### src/rtl/flash_rs_dump_pkg.sv
// Shared definitions for the flash-to-RS232 dump engine and its serial transmitter.
// The state encodings live here so the reader-side manager FSM decodes the same values.
package flash_rs_dump_pkg;

    localparam logic [2:0] EncIdle   = 3'd0;
    localparam logic [2:0] EncReqFl  = 3'd1;
    localparam logic [2:0] EncWaitFl = 3'd2;
    localparam logic [2:0] EncSendRs = 3'd3;
    localparam logic [2:0] EncWaitRs = 3'd4;
    localparam logic [2:0] EncStop   = 3'd5;

    typedef enum logic [2:0] {
        StIdle   = EncIdle,
        StReqFl  = EncReqFl,
        StWaitFl = EncWaitFl,
        StSendRs = EncSendRs,
        StWaitRs = EncWaitRs,
        StStop   = EncStop
    } state_e;

    localparam int unsigned DefaultBaudDiv = 434;
    localparam int unsigned FrameBits      = 10;
    localparam int unsigned FlAddrW        = 22;

    // Counter width helper: never returns a zero-width vector.
    function automatic int unsigned clog2_min1(input int unsigned v);
        return (v > 1) ? $clog2(v) : 1;
    endfunction

endpackage

### src/rtl/flash_rs_dump_if.sv
// Flash read bus: level request with address, one-cycle acknowledge with data.
interface flash_rs_dump_if;
    import flash_rs_dump_pkg::*;

    logic               FL_RD_REQ;
    logic [FlAddrW-1:0] FL_ADDR;
    logic               FL_RD_ACK;
    logic [7:0]         FL_DATA;

    modport master (output FL_RD_REQ, FL_ADDR, input FL_RD_ACK, FL_DATA);
    modport slave  (input FL_RD_REQ, FL_ADDR, output FL_RD_ACK, FL_DATA);

endinterface

### src/rtl/flash_rs_dump_uart_tx.sv
// 8N1 serial transmitter; every bit lasts BAUD_DIV clocks, TXD is registered.
module uart_tx
    import flash_rs_dump_pkg::*;
#(
    parameter int unsigned BAUD_DIV = DefaultBaudDiv
) (
    input  logic       CLK_50MHZ,
    input  logic       RST,
    input  logic       TX_START,
    input  logic [7:0] TX_DATA,
    output logic       TX_BUSY,
    output logic       TXD
);

    localparam int unsigned BaudW = clog2_min1(BAUD_DIV);
    localparam int unsigned BitW  = clog2_min1(FrameBits);

    logic [BaudW-1:0] baud_q, baud_d;
    logic [BitW-1:0]  bit_q, bit_d;
    logic [8:0]       shift_q, shift_d;
    logic             busy_q, busy_d;
    logic             txd_q, txd_d;

    always_ff @(posedge CLK_50MHZ) begin
        if (RST) begin
            baud_q  <= '0;
            bit_q   <= '0;
            shift_q <= '1;
            busy_q  <= 1'b0;
            txd_q   <= 1'b1;
        end else begin
            baud_q  <= baud_d;
            bit_q   <= bit_d;
            shift_q <= shift_d;
            busy_q  <= busy_d;
            txd_q   <= txd_d;
        end
    end

    // bit_q is the frame bit currently on the line; shift_q holds data then the stop bit.
    always_comb begin
        baud_d  = baud_q;
        bit_d   = bit_q;
        shift_d = shift_q;
        busy_d  = busy_q;
        txd_d   = txd_q;
        if (!busy_q) begin
            if (TX_START) begin
                busy_d  = 1'b1;
                txd_d   = 1'b0;
                shift_d = {1'b1, TX_DATA};
                baud_d  = '0;
                bit_d   = '0;
            end
        end else if (baud_q == BaudW'(BAUD_DIV - 1)) begin
            baud_d = '0;
            if (bit_q == BitW'(FrameBits - 1)) begin
                busy_d = 1'b0;
                txd_d  = 1'b1;
            end else begin
                bit_d   = bit_q + BitW'(1);
                txd_d   = shift_q[0];
                shift_d = {1'b1, shift_q[8:1]};
            end
        end else begin
            baud_d = baud_q + BaudW'(1);
        end
    end

    assign TX_BUSY = busy_q;
    assign TXD     = txd_q;

endmodule

### src/rtl/flash_rs_dump.sv
// Reads LEN bytes from flash starting at BASE_ADDR and sends each one out over RS232.
// ERR flags a flash read that was never acknowledged and stays set until the next dump.
module flash_rs_dump
    import flash_rs_dump_pkg::*;
#(
    parameter int unsigned        BAUD_DIV   = DefaultBaudDiv,
    parameter logic [FlAddrW-1:0] BASE_ADDR  = 22'h000000,
    parameter int unsigned        FL_TIMEOUT = 1023
) (
    input  logic                   CLK_50MHZ,
    input  logic                   RST,
    input  logic                   START,
    input  logic [7:0]             LEN,
    flash_rs_dump_if.master        fl,
    output logic                   RS_TXD,
    output logic                   BUSY,
    output logic                   DONE,
    output logic                   ERR
);

    localparam int unsigned TmoW = clog2_min1(FL_TIMEOUT);

    state_e             state_q, state_d;
    logic [7:0]         cnt_q, cnt_d;
    logic [FlAddrW-1:0] addr_q, addr_d;
    logic [7:0]         byte_q, byte_d;
    logic [TmoW-1:0]    tmo_q, tmo_d;
    logic               err_q, err_d;
    logic               tx_start;
    logic               tx_busy;

    always_ff @(posedge CLK_50MHZ) begin
        if (RST) begin
            state_q <= StIdle;
            cnt_q   <= '0;
            addr_q  <= BASE_ADDR;
            byte_q  <= '0;
            tmo_q   <= '0;
            err_q   <= 1'b0;
        end else begin
            state_q <= state_d;
            cnt_q   <= cnt_d;
            addr_q  <= addr_d;
            byte_q  <= byte_d;
            tmo_q   <= tmo_d;
            err_q   <= err_d;
        end
    end

    always_comb begin
        state_d  = state_q;
        cnt_d    = cnt_q;
        addr_d   = addr_q;
        byte_d   = byte_q;
        tmo_d    = tmo_q;
        err_d    = err_q;
        tx_start = 1'b0;
        unique case (state_q)
            StIdle: begin
                if (START) begin
                    err_d = 1'b0;
                    if (LEN != 8'd0) begin
                        cnt_d   = LEN;
                        addr_d  = BASE_ADDR;
                        state_d = StReqFl;
                    end else begin
                        state_d = StStop;
                    end
                end
            end
            StReqFl: begin
                tmo_d   = '0;
                state_d = StWaitFl;
            end
            StWaitFl: begin
                if (fl.FL_RD_ACK) begin
                    byte_d  = fl.FL_DATA;
                    state_d = StSendRs;
                end else if (tmo_q == TmoW'(FL_TIMEOUT - 1)) begin
                    err_d   = 1'b1;
                    state_d = StStop;
                end else begin
                    tmo_d = tmo_q + TmoW'(1);
                end
            end
            StSendRs: begin
                tx_start = 1'b1;
                state_d  = StWaitRs;
            end
            StWaitRs: begin
                // tx_busy is already high in the first cycle here, set by the same edge.
                if (!tx_busy) begin
                    addr_d  = addr_q + FlAddrW'(1);
                    cnt_d   = cnt_q - 8'd1;
                    state_d = (cnt_q == 8'd1) ? StStop : StReqFl;
                end
            end
            StStop: begin
                state_d = StIdle;
            end
            default: begin
                state_d = StIdle;
            end
        endcase
    end

    uart_tx #(
        .BAUD_DIV (BAUD_DIV)
    ) u_uart_tx (
        .CLK_50MHZ (CLK_50MHZ),
        .RST       (RST),
        .TX_START  (tx_start),
        .TX_DATA   (byte_q),
        .TX_BUSY   (tx_busy),
        .TXD       (RS_TXD)
    );

    assign fl.FL_RD_REQ = (state_q == StReqFl) || (state_q == StWaitFl);
    assign fl.FL_ADDR   = addr_q;
    assign BUSY         = (state_q != StIdle);
    assign DONE         = (state_q == StStop);
    assign ERR          = err_q;

endmodule

### src/flat_wrapper.sv
// flat-port wrapper written by rule: the top's interface ports become plain ports
module flash_rs_dump_flat import flash_rs_dump_pkg::*;
#(
    parameter int unsigned        BAUD_DIV   = DefaultBaudDiv,
    parameter logic [FlAddrW-1:0] BASE_ADDR  = 22'h000000,
    parameter int unsigned        FL_TIMEOUT = 1023
)
  (CLK_50MHZ, RST, START, LEN, RS_TXD, BUSY, DONE, ERR, fl_FL_RD_REQ, fl_FL_ADDR, fl_FL_RD_ACK, fl_FL_DATA);
  flash_rs_dump_if fl_i ();
  input  logic CLK_50MHZ;
  input  logic RST;
  input  logic START;
  input  logic [7:0] LEN;
  output logic RS_TXD;
  output logic BUSY;
  output logic DONE;
  output logic ERR;
  output wire logic [$bits(fl_i.FL_RD_REQ)-1:0] fl_FL_RD_REQ;
  output wire logic [$bits(fl_i.FL_ADDR)-1:0] fl_FL_ADDR;
  input wire logic [$bits(fl_i.FL_RD_ACK)-1:0] fl_FL_RD_ACK;
  input wire logic [$bits(fl_i.FL_DATA)-1:0] fl_FL_DATA;
  assign fl_FL_RD_REQ = fl_i.FL_RD_REQ;
  assign fl_FL_ADDR = fl_i.FL_ADDR;
  assign fl_i.FL_RD_ACK = fl_FL_RD_ACK;
  assign fl_i.FL_DATA = fl_FL_DATA;
  flash_rs_dump #(.BAUD_DIV(BAUD_DIV), .BASE_ADDR(BASE_ADDR), .FL_TIMEOUT(FL_TIMEOUT)) u_core (.CLK_50MHZ(CLK_50MHZ), .RST(RST), .START(START), .LEN(LEN), .fl(fl_i), .RS_TXD(RS_TXD), .BUSY(BUSY), .DONE(DONE), .ERR(ERR));
endmodule
### config.mk
export PLATFORM = sky130hd
export DESIGN_NAME = flash_rs_dump_flat
export DESIGN_NICKNAME = d
export VERILOG_FILES = /design/src/rtl/flash_rs_dump_pkg.sv /design/src/rtl/flash_rs_dump_if.sv /design/src/rtl/flash_rs_dump_uart_tx.sv /design/src/rtl/flash_rs_dump.sv /design/src/flat_wrapper.sv
export SDC_FILE = /design/constraint.sdc
export NUM_CORES = 1
export LEC_CHECK = 0
export ABC_AREA = 1
export CAP_MARGIN = 20
export CORE_ASPECT_RATIO = 0.9
export CORE_UTILIZATION = 61
export CTS_CLUSTER_DIAMETER = 150
export DETAILED_ROUTE_END_ITERATION = 10
export GPL_ROUTABILITY_DRIVEN = 0
export PLACE_DENSITY = 0.95
export SLEW_MARGIN = 20
export SYNTH_ARGS = -nofsm -noshare
export SYNTH_HDL_FRONTEND = slang
export SYNTH_SLANG_ARGS = --single-unit
### constraint.sdc
create_clock -name CLK_50MHZ -period 4.6 [get_ports CLK_50MHZ]
set_clock_uncertainty 0.1 [all_clocks]
set_input_delay 1.15 -clock CLK_50MHZ [delete_from_list [all_inputs] [get_ports CLK_50MHZ]]
set_output_delay 1.15 -clock CLK_50MHZ [all_outputs]
set_load 0.01 [all_outputs]
== Word level (Yosys, flattened, before mapping) ==
Cells that the tools add are included.

* Register bits: 76

* Mux-type cells: 42
* Eq/ne operators: 18
* Add/sub/neg operators: 5
* Reductions and logical operators: 15

{| class="wikitable"
|+ Operators by type and width
! cell !! count
|-
| $mux W22 || 3
|-
| $mux W9 || 7
|-
| $pmux W22 S2 || 1
|-
| $mux W8 || 3
|-
| $add A22 B1 Y22 const B || 1
|-
| $mux W10 || 2
|-
| $pmux W10 S2 || 1
|-
| $mux W3 || 6
|-
| $mux W4 || 4
|-
| $pmux W8 S2 || 1
|-
| $pmux W3 S5 || 1
|-
| $mux W1 || 12
|-
| $add A10 B1 Y10 const B || 1
|-
| $eq A10 B10 Y1 const B || 1
|-
| $ne A2 B2 Y1 const B || 5
|-
| $add A9 B1 Y9 const B || 1
|-
| $eq A9 B9 Y1 const B || 1
|-
| $reduce_and A3 Y1 || 3
|-
| $eq A8 B1 Y1 const B || 1
|-
| $reduce_and A4 Y1 || 2
|-
| $reduce_bool A2 Y1 || 4
|-
| $reduce_bool A8 Y1 || 1
|-
| $sub A8 B1 Y8 const B || 1
|-
| $eq A3 B2 Y1 const B || 2
|-
| 11 further kinds || 15
|}

== Depth between registers and ports, before layout ==
Gate-level depths: netlist of the first run.

* Depth after elaboration: 4
* Depth in mapped cells: 11
* Mapped depth without buffers: 11

== By module ==
From an unflattened synthesis of the first run, not the netlist that was laid out.

* Cells, all modules: 639
* Area total of the unflattened synthesis: 4187.8 um2

{| class="wikitable"
|+ Modules (own cells, without submodules)
! module !! seq. area each (um2) !! instances !! area an instance (um2) !! cells an instance
|-
| flash_rs_dump || 1041.0 || 1 || 2929.1 || 451
|-
| uart_tx || 460.4 || 1 || 1258.7 || 188
|}

== Worst setup path before layout of the first run ==
No wires, ideal clock.

* Path type: input -> register
* Start point: in LEN[7]
* End point: reg u_core.addr_q[4] (netlist: u_core.fl.FL_ADDR[4])
* Required time: 4.436 ns
* Path buffers: 1
* Path slack: 2.343 ns
* Library setup time: 0.064 ns
* Arrival: 2.094 ns
* Stages on the path: 10
* Cells stage by stage: nor2_1 nand2_1 nor2_1 nand2_1 nand3_2 nand2_2 inv_2 buf_6 nand2_1 nor2_1

* Word-level cells in the longest chain between the ends: 3

{| class="wikitable"
|+ RTL lines
! element !! line !! RTL
|-
| from (decl) || flat_wrapper.sv:13 || <nowiki>input logic [7:0] LEN;</nowiki>
|-
| $reduce_bool A8 Y1 || flash_rs_dump.sv:62 || <nowiki>if (LEN != 8'd0) begin</nowiki>
|-
| $ne A2 B1 Y1 (no source line) || -- ||
|-
| $reduce_and A4 Y1 (no source line) || -- ||
|-
| to (signal assigned) || flash_rs_dump.sv:43 || <nowiki>addr_q <= addr_d;</nowiki>
|-
| to (decl) || flash_rs_dump.sv:25 || <nowiki>logic [FlAddrW-1:0] addr_q, addr_d;</nowiki>
|}

No other way between the ends.
A chain may end at the register's enable or synchronous reset.

== Final worst setup path of the first run ==
* Start point: reg u_core.state_q[0]
* End point: out BUSY

* Word-level cells in the longest chain between the ends: 1

{| class="wikitable"
|+ RTL lines
! element !! line !! RTL
|-
| from (decl) || flash_rs_dump.sv:23 || <nowiki>state_e state_q, state_d;</nowiki>
|-
| from (signal assigned) || flash_rs_dump.sv:34 || <nowiki>state_q <= StIdle;</nowiki>
|-
| from (signal assigned) || flash_rs_dump.sv:41 || <nowiki>state_q <= state_d;</nowiki>
|-
| $reduce_bool A3 Y1 || flash_rs_dump.sv:120 || <nowiki>assign BUSY = (state_q != StIdle);</nowiki>
|-
| to (decl) || flat_wrapper.sv:15 || <nowiki>output logic BUSY;</nowiki>
|}

No other way between the ends.

==> results of run 1 <==
-- placed cells by master, fill, tap and decap left out, types with 3 or more instances in the layout --
cell type and n:
dfxtp_1 75, nand4_1 16, clkbuf_8 11, xor2_1 6, inv_2 7, clkbuf_1 3
o21ai_1 3, inv_1 68, nor3_1 15, nand2_1 174, clkdlybuf4s50_1 46, nand2_2 6
a21oi_1 32, ha_1 9, nor2_1 114, o21bai_1 3, nand3_2 3, nand3_1 48
o21ai_0 33
-- power groups by stage --
stage                     clock network [mW]  registers (mW)  logic, mW
after global routing                   0.492           0.742      0.426
after global placement                     0           0.747      0.356
after floorplan                            0           0.739      0.286
after CTS                              0.463           0.735      0.375
final                                  0.459           0.737      0.380
after detailed placement                   0           0.749      0.372
-- kinds of logic after synthesis --
logic type / synth area share [%]
xor+xnor: 1.46
flops: 35.8
compound gates: 10.1
fa+ha+maj: 2.68
simple gates: 40.8
buf+inv: 9.18
-- cells in the mapped netlist (all sizes together) (9+ instances only) --
library cell	number
o21ai	36
buf	10
nand3	52
ha	9
dfxtp	75
nand2	181
inv	75
nor3	16
nand4	16
a21oi	32
nor2	119
-- path summary, 6_finish.rpt --
kind,from,to,slack [ps],cells after the start
worst min register to register,u_core.u_uart_tx.shift_q[0],u_core.u_uart_tx.shift_q[0],370,2
worst max register to register,u_core.fl.FL_ADDR[0],u_core.fl.FL_ADDR[20],2540,7
worst min-delay path,u_core.u_uart_tx.shift_q[0],u_core.u_uart_tx.shift_q[0],370,2
worst max-delay path,u_core.state_q[0],BUSY,1540,5
-- cell type report --
cell class / count / share of cell area [%]
Multi-Input combinational cell: 486 / 47.5
Sequential cell: 75 / 30.9
Timing Repair Buffer: 48 / 9.78
Inverter: 77 / 5.94
Clock buffer: 14 / 3.35
Tap cell: 90 / 2.32
Clock inverter: 2 / 0.206
-- per-stage QoR --
| step | power [mW] | instance area (µm²) | utilization (%) | worst slack (ps) | hold slack [ps] |
|---|---|---|---|---|---|
| 6_report | 1.58 | 4860 | 73.4 | 1540 | 374 |
| 3_3_place_gp | 1.10 | 4690 | 70.8 | 1530 | 344 |
| 4_1_cts | 1.57 | 4860 | 73.4 | 1540 | 376 |
| 5_1_grt | 1.66 | 4860 | 73.4 | 1470 | 406 |
| 2_1_floorplan | 1.02 | 4200 | - | 2340 | 333 |
| 3_5_place_dp | 1.12 | 4690 | 70.8 | 1460 | 355 |
-- tightest hold or removal path, stage by stage (launching register included) --
cell     delay [ps]
dfxtp_1         330
nand2_1          60
nand3_1          70
-- routing by layer --
| metal | vias to the layer above | wire length, µm |
|---|---|---|
| met3 | 29 | 647 |
| met5 | - | 0 |
| met4 | 0 | 252 |
| met1 | 1995 | 4420 |
| li1 | 2178 | - |
| met2 | 165 | 5000 |
-- sequential cells by signal, summed over array words and instances, names as in the netlist, 3 cells and up --
register	cells
u_core.byte_q	8
u_core.cnt_q	8
u_core.fl.FL_ADDR	22
u_core.state_q	3
u_core.tmo_q	10
u_core.u_uart_tx.baud_q	9
u_core.u_uart_tx.bit_q	4
u_core.u_uart_tx.shift_q	8
==> metrics.md, run 1 <==
| Metric | Value |
|---|---|
| DR pass1 iterations | `5` |
| Count of different cell masters after synthesis | `39` |
| Fmax | `between 300 and 400 MHz` |
| Maxcap violations | `0` |
| GR peak layer | `met2` |
| Crit path required time | `3350 ps` |
| Worst-Skew Late Latency | `350 ps` |
| Critical Path Sink Type | `primary output` |
| Nets@finish | `726` |
| Placed cells | `776` |
| Post-DP HPWL | `7.25 mm` |
| Pin count of the biggest net entering global routing | `29` |
| Synthesis Warnings | `0` |
| Port buffer count | `46` |
| Post-synthesis sequential element count | `75` |
| Slowest-stage cell, CP | `clkdlybuf4s50_1` |
| Worst-case clock buffer depth | `2` |
| CTS tree | `done` |
| Crit-path max FO | `4` |
| Vias in the first global route | `4066` |
| Crit-path cells | `inv_1 -> nand2_2 -> nor2_1 -> inv_1 -> clkdlybuf4s50_1` |
| Ports | `47` |
| CP arrival | `roughly 1800 ps` |
| DR WL/cell | `13.0 µm` |
| H-Tree Depth | `3` |
| Kind of start point of the critical path | `register` |
| Filler instances | `approximately 500` |
| Core Area | `between 6000 and 7000 µm²` |
| Initial core utilization | `63.4%` |
| Main area contributors after synthesis | `dfxtp_1 36%, nand2_1 16%, nor2_1 10%` |
| Overall Global Routing Usage | `31.0%` |
| Antenna-violating nets left | `0` |
| Die height | `80.7 µm` |
| Syn Inst Count | `between 600 and 700` |
| Unrepaired setup endpoints after global routing | `false` |
| Power per cell area | `324 nW/µm²` |
| Max stage delay on crit path | `around 550 ps` |
| Root Driver | `clkbuf_8` |
| Combinational share of power | `about a quarter` |
| Overall routed net length | `10.3 mm` |
| Row cnt | `28` |
| Post-CTS setup buffer count | `0` |
| Final cell count without fillers | `between 700 and 800` |
| Fraction of layout cells with a size suffix above 1 | `5.84%` |
| Clock slew at reported path FFs | `70 ps` |
| Hold Fails Final Rpt | `0` |
| Synth async-reset ratio | `0%` |
| Setup Crit Path Kind | `reg -> out` |
| Top cell type's share of synthesized area | `35.8%` |
| Worst rel slew slack | `about half` |
| Global-route wire length before repair | `17.5 mm` |
| Power share of the clock group | `29.1%` |
| Iteration-0 DRC Markers | `312` |
| Met2 Usage GRT | `51.3%` |
| Final setup fails | `0` |
| Ant diodes | `0` |
| Post-synth top area cell | `dfxtp_1` |
| Met1 Resource Use GR | `37.5%` |
| Synthesized area | `4200 µm²` |
| Outcome | `completed` |
| PostCTS Resize Cnt | `0` |
| Post-synthesis sequential area ratio | `35.8%` |
| P&R area growth vs syn | `15.8%` |
| DRC Markers | `0` |
| Vias | `approximately 4400` |
| Least-Margin Pin Slew | `775 ps` |
| Tcrit/Tclk final | `66.6%` |
| Cell-internal power | `1.05 mW` |
| Sequential power share | `46.8%` |
| Hold_buf cts | `0` |
| GRT overflow | `0` |
| Worst path bufs/invs | `3` |
| Peak supply drop | `between 0.2 and 0.25 mV` |
| Crit path max-delay family | `buffers and inverters` |
| Leak pwr | `1.96 nW` |
| Drt via density | `5.51` |
| Max-slew violation count | `0` |
| Hold WC Path Type | `reg -> reg` |
| Num CTS Buffers | `9` |
| Min cycle time layout | `a little over 3000 ps` |
| CTS sink count | `75` |
| Die area | `7220 µm²` |
| Post-synth EDFFs | `0` |
| Switching power share of the total | `about a third` |
| Register area | `1500 µm²` |
| Mapped Avg Cell Area | `6.42 µm²` |
| Syn_nets | `about 680` |
| Die W | `just under 90 µm` |
| Area of the multi-input gates | `2310 µm²` |
| Total negative slack | `0 ps` |
| Antenna violations before repair | `0` |
| Switching pwr | `around 0.53 mW` |
| Top FF cell, synth | `dfxtp_1` |
| M3 GR Usage | `under 10%` |
| Most used cell, CP | `inv_1` |
Note: power is estimated with default switching activity, not from simulation.
==> run 2, diff against run 1 <==
Settings changed: CORE_UTILIZATION 61 to 57, PLACE_DENSITY 0.95 to 0.9.
Clock period 4.6 ns to 3.2 ns, I/O delays scaled along.
==> run 2 against run 1 <==
- cell area hardly changed
- setup slack worse by 1100 ps
- power is 42% higher
- sequential power is 44% higher
- critical path depth stayed put
- highest routed layer unchanged
==> metrics.md, run 2 (synthesis results as in run 1) <==
| Metric | Value |
|---|---|
| Outcome | `completed (unchanged)` |
| Max-slew violation count | `0 (unchanged)` |
| Setup Crit Path Kind | `reg -> out (unchanged)` |
| Fraction of layout cells with a size suffix above 1 | `5.98% (was 5.84%)` |
| Commonest non-fill, non-tap cells in the layout | `174 x nand2_1, 114 x nor2_1, 75 x dfxtp_1 (unchanged)` |
| Critical Path Sink Type | `primary output (unchanged)` |
| Hold WC Path Type | `reg -> reg (unchanged)` |
| R2r setup slk | `1210 ps (was 2540 ps)` |
| Core Area | `7080 µm² (was 6620 µm²)` |
| Vias | `4259 (was 4367)` |
| Power per cell area | `460 nW/µm² (was 324 nW/µm²)` |
| Unrepaired setup endpoints after global routing | `false (unchanged)` |
| Least-Margin Pin Slew | `698 ps (was 775 ps)` |
| Ports | `47 (unchanged)` |
| DR WL/cell | `12.3 µm (was 13.0 µm)` |
| Root Driver | `clkbuf_8 (unchanged)` |
| Overall routed net length | `9.74 mm (was 10.3 mm)` |
| R2r startpoint | `u_core.u_uart_tx.TX_BUSY (was u_core.fl.FL_ADDR[0])` |
| Hold_buf cts | `0 (unchanged)` |
| Worst-Skew Late Latency | `350 ps (about the same)` |
| Worst-case clock buffer depth | `2 (unchanged)` |
| Vias in the first global route | `3930 (was 4066)` |
| Iteration-0 DRC Markers | `313 (was 312)` |
| Reg2reg end | `u_core.cnt_q[2] (was u_core.fl.FL_ADDR[20])` |
| Hold_ws | `377 ps (was 374 ps)` |
| Antenna-violating nets left | `0 (unchanged)` |
| Post-CTS setup buffer count | `0 (unchanged)` |
| Tcrit/Tclk final | `85.1%` |
| Peak supply drop | `0.313 mV (was 0.224 mV)` |
| Port buffer count | `46 (unchanged)` |
| Hold_sp | `u_core.u_uart_tx.shift_q[0] (unchanged)` |
| Clock slew at reported path FFs | `70 ps (about the same)` |
| GRT overflow | `0 (unchanged)` |
| DR pass1 iterations | `5 (unchanged)` |
| Ant diodes | `0 (unchanged)` |
| PostCTS Resize Cnt | `0 (unchanged)` |
| Final setup fails | `0 (unchanged)` |
| Hold Fails Final Rpt | `0 (unchanged)` |
| R2r worst-path depth | `6 (was 7)` |
| Num CTS Buffers | `9 (unchanged)` |
| Leak pwr | `1.97 nW (was 1.96 nW)` |
| WHS Path Cells | `2 (unchanged)` |
| Post-DP HPWL | `7.12 mm (was 7.25 mm)` |
| Initial core utilization | `59.3% (was 63.4%)` |
| Drt via density | `5.36 (was 5.51)` |
| Pin count of the biggest net entering global routing | `29 (unchanged)` |
| Min cycle time layout | `2720 ps` |
| Fmax | `367 MHz` |
| Commonest non-fill, non-tap cell in the layout | `nand2_1 (unchanged)` |
| Nets@finish | `727 (was 726)` |
| Global-route wire length before repair | `16.7 mm (was 17.5 mm)` |
| Total negative slack | `0 ps (unchanged)` |
| Overall Global Routing Usage | `26.5% (was 31.0%)` |
| CTS tree | `done (unchanged)` |
| Filler instances | `602 (was 490)` |
| Kind of start point of the critical path | `register (unchanged)` |
| CTS sink count | `75 (unchanged)` |
| CP arrival | `1820 ps (was 1810 ps)` |
| Crit path required time | `2300 ps (was 3350 ps)` |
| Die W | `92.5 µm (was 89.4 µm)` |
| Worst rel slew slack | `53.4% (was 48.0%)` |
| Maxcap violations | `0 (unchanged)` |
| Die area | `7710 µm² (was 7220 µm²)` |
| Final core occ | `68.7% (was 73.4%)` |
| Largest register FFs | `22 (unchanged)` |
| DRC Markers | `0 (unchanged)` |
| H-Tree Depth | `3 (unchanged)` |
| Row cnt | `29 (was 28)` |
| P&R area growth vs syn | `15.8% (about the same)` |
| Worst Hold End | `u_core.u_uart_tx.shift_q[0] (unchanged)` |
| Die height | `83.4 µm (was 80.7 µm)` |
| Crit-path max FO | `4 (unchanged)` |
| Antenna violations before repair | `0 (unchanged)` |
-- run 2: worst max-delay path, cell delays in order (launching register included) --
cell and delay, ps:
dfxtp_1 350, inv_1 170, nand2_2 160, nor2_1 210, inv_1 110, clkdlybuf4s50_1 490
-- run 2: worst max-delay path by stage --
stage | start | to | slack (ps) | depth (start not counted)
after detailed placement | LEN[5] | u_core.fl.FL_ADDR[14] | 540 | 10
after CTS | u_core.state_q[0] | BUSY | 500 | 5
after global placement | LEN[5] | u_core.fl.FL_ADDR[14] | 600 | 10
final | u_core.state_q[0] | BUSY | 480 | 5
after floorplan | LEN[7] | u_core.fl.FL_ADDR[4] | 1290 | 10
after global routing | u_core.state_q[0] | BUSY | 430 | 5
-- run 2: through the flow --
step / cell area [µm²] / setup slack [ps] / cells / power (mW)
6_report: 4860 / 478 / 795 / 2.23
5_1_grt: 4860 / 429 / 795 / 2.34
4_1_cts: 4860 / 501 / 795 / 2.23
3_5_place_dp: 4700 / 542 / 780 / 1.61
3_3_place_gp: 4700 / 596 / 780 / 1.59
2_1_floorplan: 4200 / 1290 / 654 / 1.47
-- run 2: cell type report --
cell class / instances / area [µm²] / share of cell area, %
clock inverter: 3 / 15.0 / 0.309
sequential: 75 / 1500 / 30.9
timing repair buffer: 49 / 483 / 9.94
clock buffer: 12 / 145 / 2.99
multi-input combinational: 486 / 2310 / 47.5
tap: 93 / 116 / 2.39
inverter: 77 / 289 / 5.95
-- run 2: where the power goes --
| group | total [mW] | switching, mW | internal [mW] |
|---|---|---|---|
| logic | 0.549 | 0.359 | 0.190 |
| registers | 1.06 | 0.0592 | 0.998 |
| clock network | 0.628 | 0.333 | 0.295 |
-- run 2: routing by layer --
metal | vias to the layer above | global-route usage (%) | routed length, µm
met3 | 19 | 3.85 | 485
met5 | - | 0 | 0
li1 | 2179 | - | -
met1 | 1939 | 32.3 | 4330
met4 | 0 | 12.1 | 183
met2 | 122 | 45.9 | 4740
==> run 3, diff against run 2 <==
Settings changed: CORE_MARGIN set to 2.
==> run 3 against run 2 <==
- die area increased by 4.6%
- sequential power about the same
- cell count increased by 0.13%
- first-iteration DRC count decreased by 8.9%
- count of clock-buffer cells in the layout decreased by 3
- global-route usage increased by 0.11 points
- power increased by 16%
- non-clock buffer count unchanged
- register-to-register slack got worse by 20 ps
- critical path type unchanged
- largest cell class unchanged
- highest routed layer unchanged
==> metrics.md, run 3 (synthesis results as in run 1) <==
| Metric | Value |
|---|---|
| Core Area | `7110 µm² (was 7080 µm²)` |
| Power per cell area | `521 nW/µm² (was 460 nW/µm²)` |
| Antenna-violating nets left | `0 (unchanged)` |
| Commonest non-fill, non-tap cell in the layout | `nand2_1 (unchanged)` |
| Unrepaired setup endpoints after global routing | `false (unchanged)` |
| Ant diodes | `0 (unchanged)` |
| Worst-Skew Late Latency | `360 ps (was 350 ps)` |
| Ports | `47 (unchanged)` |
| Peak supply drop | `0.297 mV (was 0.313 mV)` |
| Area of the multi-input gates | `2310 µm² (unchanged)` |
| Overall routed net length | `10.4 mm (was 9.74 mm)` |
| Register area | `1500 µm² (unchanged)` |
| Clock slew at reported path FFs | `80 ps (was 70 ps)` |
| Antenna violations before repair | `0 (unchanged)` |
| Crit-path max FO | `4 (unchanged)` |
| DRC Markers | `0 (unchanged)` |
| H-Tree Depth | `3 (unchanged)` |
| R2r setup slk | `1190 ps (was 1210 ps)` |
| Row cnt | `29 (unchanged)` |
| Overall Global Routing Usage | `26.6% (was 26.5%)` |
| CTS sink count | `75 (unchanged)` |
| GRT overflow | `0 (unchanged)` |
| Setup Crit Path Kind | `reg -> out (unchanged)` |
| Vias in the first global route | `4066 (was 3930)` |
| Die area | `8070 µm² (was 7710 µm²)` |
| R2r worst-path depth | `8 (was 6)` |
| Least-Margin Pin Slew | `719 ps (was 698 ps)` |
| Final setup fails | `0 (unchanged)` |
| Min cycle time layout | `2750 ps (was 2720 ps)` |
| Tcrit/Tclk final | `86.0% (was 85.1%)` |
| Die height | `85.4 µm (was 83.4 µm)` |
| Hold WC Path Type | `reg -> reg (unchanged)` |
| Iteration-0 DRC Markers | `285 (was 313)` |
| Largest register FFs | `22 (unchanged)` |
| Drt via density | `5.51 (was 5.36)` |
| Maxcap violations | `0 (unchanged)` |
| Die W | `94.5 µm (was 92.5 µm)` |
| Outcome | `completed (unchanged)` |
| CTS tree | `done (unchanged)` |
| Hold Fails Final Rpt | `0 (unchanged)` |
| Root Driver | `clkbuf_8 (unchanged)` |
| Kind of start point of the critical path | `register (unchanged)` |
| Reg2reg end | `u_core.fl.FL_ADDR[13] (was u_core.cnt_q[2])` |
| Hold_buf cts | `0 (unchanged)` |
| Initial core utilization | `59.0% (was 59.3%)` |
| Fmax | `363 MHz (was 367 MHz)` |
| Worst Hold End | `u_core.u_uart_tx.shift_q[7] (was u_core.u_uart_tx.shift_q[0])` |
| Global-route wire length before repair | `17.5 mm (was 16.7 mm)` |
| WHS Path Cells | `2 (unchanged)` |
| CP arrival | `1850 ps (was 1820 ps)` |
| Total negative slack | `0 ps (unchanged)` |
| Max-slew violation count | `0 (unchanged)` |
| Total Power | `2.59 mW (was 2.23 mW)` |
| Worst-case clock buffer depth | `2 (unchanged)` |
| Post-CTS setup buffer count | `0 (unchanged)` |
| Num CTS Buffers | `9 (unchanged)` |
| R2r startpoint | `u_core.u_uart_tx.TX_BUSY (unchanged)` |
| DR pass1 iterations | `7 (was 5)` |
| Vias | `4383 (was 4259)` |
| Worst rel slew slack | `52.0% (was 53.4%)` |
| P&R area growth vs syn | `18.5% (was 15.8%)` |
| Commonest non-fill, non-tap cells in the layout | `174 x nand2_1, 114 x nor2_1, 75 x dfxtp_1 (unchanged)` |
| DR WL/cell | `13.1 µm (was 12.3 µm)` |
| Critical Path Sink Type | `primary output (unchanged)` |
| Leak pwr | `2.01 nW (was 1.97 nW)` |
| Pin count of the biggest net entering global routing | `29 (unchanged)` |
| Post-DP HPWL | `7.09 mm (was 7.12 mm)` |
| Filler instances | `594 (was 602)` |
| PostCTS Resize Cnt | `0 (unchanged)` |
| Fraction of layout cells with a size suffix above 1 | `6.40% (was 5.98%)` |
| Port buffer count | `46 (unchanged)` |
| Nets@finish | `727 (unchanged)` |
| Hold_sp | `u_core.u_uart_tx.shift_q[7] (was u_core.u_uart_tx.shift_q[0])` |
| Crit path required time | `2300 ps (about the same)` |
## run 3: routing by layer
metal | GRT usage (%) | wire length (µm) | part of all wire [%] | up-vias
li1 | - | - | - | 2175
met1 | 32.4 | 4390 | 42 | 2001
met2 | 46.1 | 5140 | 49 | 182
met4 | 7.91 | 158 | 1.5 | 0
met5 | 0 | 0 | 0 | -
met3 | 7.02 | 729 | 7.0 | 25
## run 3: metrics by stage
step / cells / area [µm²] / hold WS, ps / worst slack (ps) / util (%)
after floorplan: 654 / 4200 / 333 / 1290 / -
after global placement: 780 / 4700 / 347 / 606 / 66.1
after detailed placement: 780 / 4700 / 351 / 575 / 66.1
after CTS: 796 / 4970 / 370 / 470 / 69.9
after global routing: 796 / 4970 / 404 / 401 / 69.9
final: 796 / 4970 / 370 / 448 / 69.9
## run 3: worst max path at each step
stage | depth (start not counted) | to | startpoint
floorplan | 10 | u_core.fl.FL_ADDR[4] | LEN[7]
global placement | 10 | u_core.fl.FL_ADDR[7] | LEN[7]
detailed placement | 10 | u_core.fl.FL_ADDR[13] | LEN[7]
CTS | 5 | BUSY | u_core.state_q[0]
global route | 5 | BUSY | u_core.state_q[0]
finish | 5 | BUSY | u_core.state_q[0]
## run 3: critical path: stages (launching register included)
cell             delay, ps
dfxtp_1                360
inv_1                  170
nand2_2                160
nor2_1                 220
inv_1                  100
clkdlybuf4s50_1        500
## run 3: area by class of cell
cell class	instances	area share, %
Clock inverter	7	2.99
Sequential cell	75	30.2
Clock buffer	9	2.49
Inverter	77	5.81
Tap cell	93	2.34
Multi-Input combinational cell	486	46.5
Timing Repair Buffer	49	9.71
## run 3: power by group
group / total, mW / switching (mW) / internal [mW] / leakage (nW)
sequential: 1.06 / 0.0607 / 0.997 / 0.609
combinational: 0.543 / 0.355 / 0.189 / 1.27
clock: 0.990 / 0.385 / 0.605 / 0.136
==> RTL edit 1, RTL diff (flow settings as in run 3) <==
Change the package constant `FrameBits` from 10 to 20.
--- a/src/rtl/flash_rs_dump_pkg.sv
+++ b/src/rtl/flash_rs_dump_pkg.sv
@@ -19,7 +19,7 @@
     } state_e;
 
     localparam int unsigned DefaultBaudDiv = 434;
-    localparam int unsigned FrameBits      = 10;
+    localparam int unsigned FrameBits      = 20;
     localparam int unsigned FlAddrW        = 22;
 
     // Counter width helper: never returns a zero-width vector.
Formal check against the unedited RTL: same outputs for any inputs over 10 cycles, from zero or initial values and one cycle with RST high; that may be too few to reach the edited logic, so the function may still have changed.
==> RTL edit 1 against run 3 <==
Critical path depth fell by 2. Total power shrank 7.5%. Wire length is 1.7% lower. First-iteration DRC count rose by 23%. Sequential share of layout area is 0.96 points higher. Sequential cell count grew 1. Highest routed layer unchanged. Final area is 1.8% lower. Count of clock-buffer cells in the layout up 2. Worst hold slack about the same. Area after synthesis down 0.69%. Worst setup slack got worse by 77 ps. Register-to-register slack got worse by 410 ps.
==> RTL edit 1: results (changes against run 3) <==
amount of wire on met3 after detailed routing=571 um (-22%); met1 Usage GRT=34.32% (+1.9 points); Hold Slack=369.8 ps (+0.1960 ps); status=finished, final reports clean; largest net degree at the start of global routing=28 (-3.4%); biggest cell delay along the critical path=600 ps (+100 ps); filler cell count in the final layout=586 (-1.3%); placed insts=767 (-1.7%); top post-synthesis cells by area=sky130_fd_sc_hd__dfxtp_1 36%, sky130_fd_sc_hd__nand2_1 15%, sky130_fd_sc_hd__nor2_1 10%; Final WS setup=370.3 ps (-77.32 ps); clock-net power=0.780 mW (-21%); Routed WL=10230 um (-1.7%); fraction of power spent switching nets=33.10% (+2.2 points); origin of the worst setup path=u_core.state_q[2]; Setup crit end=DONE; number of nets produced by synthesis=669 (-2.0%); comb_multi_in=481 (-1.0%); ranking of synthesized cells by instance count=167 x sky130_fd_sc_hd__nand2_1, 114 x sky130_fd_sc_hd__nor2_1, 76 x sky130_fd_sc_hd__dfxtp_1; share of the synthesized area in compound gates (AO/OA/AOI/OAI)=11.01% (+0.91 points); crit path DAT=1930 ps (+80 ps); worst-margin pin slew=500.5 ps (-218.8 ps); later-pin clock latency in the skew report=360 ps (about the same); number of ordinary inverters in the final layout=66 (-14%); launch point of the worst reg-to-reg path=u_core.u_uart_tx.baud_q[0]; count of buffers not belonging to the clock network in the layout=51 (+4.1%); fraction of final layout cells with drive strength greater than 1=7.101% (+0.70 points); CP max-delay cell=sky130_fd_sc_hd__clkdlybuf4s50_1; clk tree area frac=4.303% (-1.2 points); number of violations reported at the end of detailed-routing iteration 0=351 (+23%); worst-case register-to-register setup slack=780 ps (-410 ps); Worst R2R Path Depth=9 (+1); combinational gate power=0.550 mW (+1%); XOR/XNOR Fraction of Synth Area=1.261% (-0.20 points); relative area of non-clock buffer cells in the final design=10.19% (+0.48 points); HPWL after detailed placement=7215 um (+1.8%); Clock Sinks=76 (+1.3%); count of cells resized by post-cts repair=0 (unchanged); overall via count from detail_route=4269 (-2.6%); routed len/inst=13.07 um (about the same); final-layout clock buffer total=11 (+2); area share of fa/ha/maj cells after synthesis=2.401% (-0.28 points); internal cell power=1.603 mW (-10%); Area after DPL=4674 um2 (-0.56%); worst-case setup slack after placement=521.7 ps (-53.63 ps); register area share after synthesis=36.49% (+0.73 points); routed length on met1=4532 um (+3.3%); cell count after synthesis=641 (-2.0%); layout net count=713 (-1.9%); met2 demand-to-capacity share in global routing=45.52% (-0.58 points); via count of the first global-routing pass=4028 (-0.93%); final standard cell area without fillers=4885 um2 (-1.8%); met3 track demand over resource=7.726% (+0.71 points); maximum fanout encountered on the critical timing path=6 (+2); worst ir drop on vdd=348.8 uV (+17%); total global-route track usage=27.23% (+0.59 points)
## RTL edit 1: cell types whose count changed after synthesis, moves of 2 or more
cell	change
sky130_fd_sc_hd__buf_2	-2
sky130_fd_sc_hd__o21ai_1	-2
sky130_fd_sc_hd__nand2_1	-7
sky130_fd_sc_hd__o22ai_1	+2
sky130_fd_sc_hd__nand4_1	-2
sky130_fd_sc_hd__buf_4	+2
sky130_fd_sc_hd__nand2_4	+2
sky130_fd_sc_hd__inv_1	-9
sky130_fd_sc_hd__a21oi_1	+5
sky130_fd_sc_hd__clkinv_1	-2
sky130_fd_sc_hd__nor3_1	+2
sky130_fd_sc_hd__nor3b_1	-2
sky130_fd_sc_hd__clkbuf_1	+2
## RTL edit 1: worst min-delay path, delay by kind of cell, from the launching register on
kind             cells  cell delay (ps)
AO/OA/AOI/OAI        1               60
flip-flops           1              330
AND/OR/NAND/NOR      1               50
==> RTL edit 2, RTL diff (config.mk and constraints of run 3) <==
Without the edit above. `byte_q` no longer has a reset.
--- a/src/rtl/flash_rs_dump.sv
+++ b/src/rtl/flash_rs_dump.sv
@@ -34,17 +34,19 @@
             state_q <= StIdle;
             cnt_q   <= '0;
             addr_q  <= BASE_ADDR;
-            byte_q  <= '0;
             tmo_q   <= '0;
             err_q   <= 1'b0;
         end else begin
             state_q <= state_d;
             cnt_q   <= cnt_d;
             addr_q  <= addr_d;
-            byte_q  <= byte_d;
             tmo_q   <= tmo_d;
             err_q   <= err_d;
         end
+    end
+
+    always_ff @(posedge CLK_50MHZ) begin
+        byte_q <= byte_d;
     end
 
     always_comb begin
Check against the original RTL: same outputs for any inputs over 10 cycles, from zero or initial values and one cycle with RST high; that may be too few to reach the edited logic, so the function may still have changed.
==> RTL edit 2 against run 3 <==
Wire length decreased by 5.2%. Area after synthesis fell by 1.2%. Non-clock buffer count is 2 higher. Worst setup slack worse by 4.4 ps. Global-route usage fell by 0.89 points. Sequential cell count unchanged. Total power fell by 6.9%. Final area fell by 1.5%.
==> RTL edit 2: results (changes against run 3) <==
HPWL after detailed placement=6955 um (-1.9%); amount of wire on met3 after detailed routing=596 um (-18%); met2 demand-to-capacity share in global routing=41.82% (-4.3 points); number of nets produced by synthesis=644 (-5.7%); XOR/XNOR Fraction of Synth Area=0.6337% (-0.83 points); met1 Usage GRT=33.82% (+1.4 points); top post-synthesis cells by area=sky130_fd_sc_hd__dfxtp_1 32%, sky130_fd_sc_hd__nand2_1 16%, sky130_fd_sc_hd__nor2_1 8.1%; worst ir drop on vdd=391.2 uV (+32%); total global-route track usage=25.75% (-0.89 points); fraction of power spent switching nets=30.27% (-0.61 points); layout net count=692 (-4.8%); global-route wire length before repair=16590 um (-5.3%); cell count after synthesis=615 (-6.0%); fraction of final layout cells with drive strength greater than 1=7.036% (+0.63 points); share of the synthesized area in compound gates (AO/OA/AOI/OAI)=8.630% (-1.5 points); via count of the first global-routing pass=3812 (-6.2%); met2 wirelength from detailed routing=4651 um (-9.5%); routed len/inst=12.98 um (-0.81%); maximum fanout encountered on the critical timing path=8 (+4); start point of the worst hold path=u_core.u_uart_tx.shift_q[4]; status=finished, final reports clean; overall via count from detail_route=4200 (-4.2%); placed insts=745 (-4.5%); number of violations reported at the end of detailed-routing iteration 0=392 (+38%); ranking of synthesized cells by instance count=175 x sky130_fd_sc_hd__nand2_1, 90 x sky130_fd_sc_hd__nor2_1, 67 x sky130_fd_sc_hd__dfxtp_1, 67 x sky130_fd_sc_hd__inv_1, 51 x sky130_fd_sc_hd__nand3_1; static leakage=2.017 nW (about the same); worst-case register-to-register setup slack=1220 ps (+30 ps); filler cell count in the final layout=534 (-10%); count of distinct cell types in the synthesized netlist=38 (-2.6%); largest net degree at the start of global routing=28 (-3.4%); hold endpoint=u_core.u_uart_tx.shift_q[4]; area share of fa/ha/maj cells after synthesis=2.716% (+0.033 points); launch point of the worst reg-to-reg path=u_core.u_uart_tx.baud_q[0]; number of synthesized flops with an enable pin=8 (+8); Routed WL=9874 um (-5.2%)
## RTL edit 2: cell count changes in the layout (fill, tap and decap cells not counted), moves of 3 or more
cell | run 3 | this run
sky130_fd_sc_hd__nand2_2 | 6 | 1
sky130_fd_sc_hd__nor2_1 | 114 | 90
sky130_fd_sc_hd__xor2_1 | 6 | 2
sky130_fd_sc_hd__dfxtp_1 | 75 | 67
sky130_fd_sc_hd__nor3_1 | 15 | 11
sky130_fd_sc_hd__o21bai_1 | 3 | 0
sky130_fd_sc_hd__or2_2 | 0 | 3
sky130_fd_sc_hd__nor3b_1 | 2 | 5
sky130_fd_sc_hd__nand3_1 | 48 | 51
sky130_fd_sc_hd__o21ai_0 | 33 | 22
sky130_fd_sc_hd__edfxtp_1 | 0 | 8
sky130_fd_sc_hd__o21ai_1 | 3 | 7
sky130_fd_sc_hd__inv_2 | 7 | 4
## RTL edit 2: logic make-up after synthesis
family / Yosys count
DFF: 75
xor gates and xnor gates: 3
AOI/OAI and AO/OA: 68
and+or+nand+nor: 372
adders and majority gates: 9
buffers and inverters: 88
## RTL edit 2: worst max-delay path by stage
stage | startpoint | end | slack (ps) | cells after the start
2_1_floorplan | fl_FL_RD_ACK | u_core.tmo_q[8] | 1310 | 8
3_3_place_gp | LEN[7] | u_core.fl.FL_ADDR[4] | 650 | 10
3_5_place_dp | LEN[1] | u_core.fl.FL_ADDR[18] | 550 | 10
4_1_cts | u_core.state_q[2] | DONE | 450 | 3
5_1_grt | u_core.state_q[2] | DONE | 400 | 3
6_report | u_core.state_q[2] | DONE | 440 | 3
## RTL edit 2: area by class of cell
cell class                      count  area [um2]  share of cell area [%]
Tap cell                           93       116.4                   2.374
Clock inverter                      7       123.9                   2.527
Sequential cell                    75        1582                   32.27
Inverter                           74       282.8                   5.770
Timing Repair Buffer               51       498.0                   10.16
Multi-Input combinational cell    452        2175                   44.37
Clock buffer                        9       123.9                   2.527
## RTL edit 2: critical path, stage by stage, from the launching register on
cell and delay [ps]:
sky130_fd_sc_hd__dfxtp_1 530, sky130_fd_sc_hd__inv_4 110, sky130_fd_sc_hd__nor3_1 270, sky130_fd_sc_hd__clkdlybuf4s50_1 590
## RTL edit 2: power groups by stage
stage          Combinational [mW]  Clock (mW)  Sequential [mW]
6_report                    0.478       0.900             1.03
5_1_grt                     0.526       0.947             1.04
4_1_cts                     0.471       0.910             1.03
3_5_place_dp                0.469           0             1.05
3_3_place_gp                0.452           0             1.05
2_1_floorplan               0.365           0             1.05
## RTL edit 2: metrics by stage
step	worst slack (ps)	hold WS, ps
final	443.2	362.1
after global routing	404.4	396.5
after CTS	449.6	363.2
after detailed placement	554.8	342.3
after global placement	654.8	337.6
after floorplan	1307	323.6
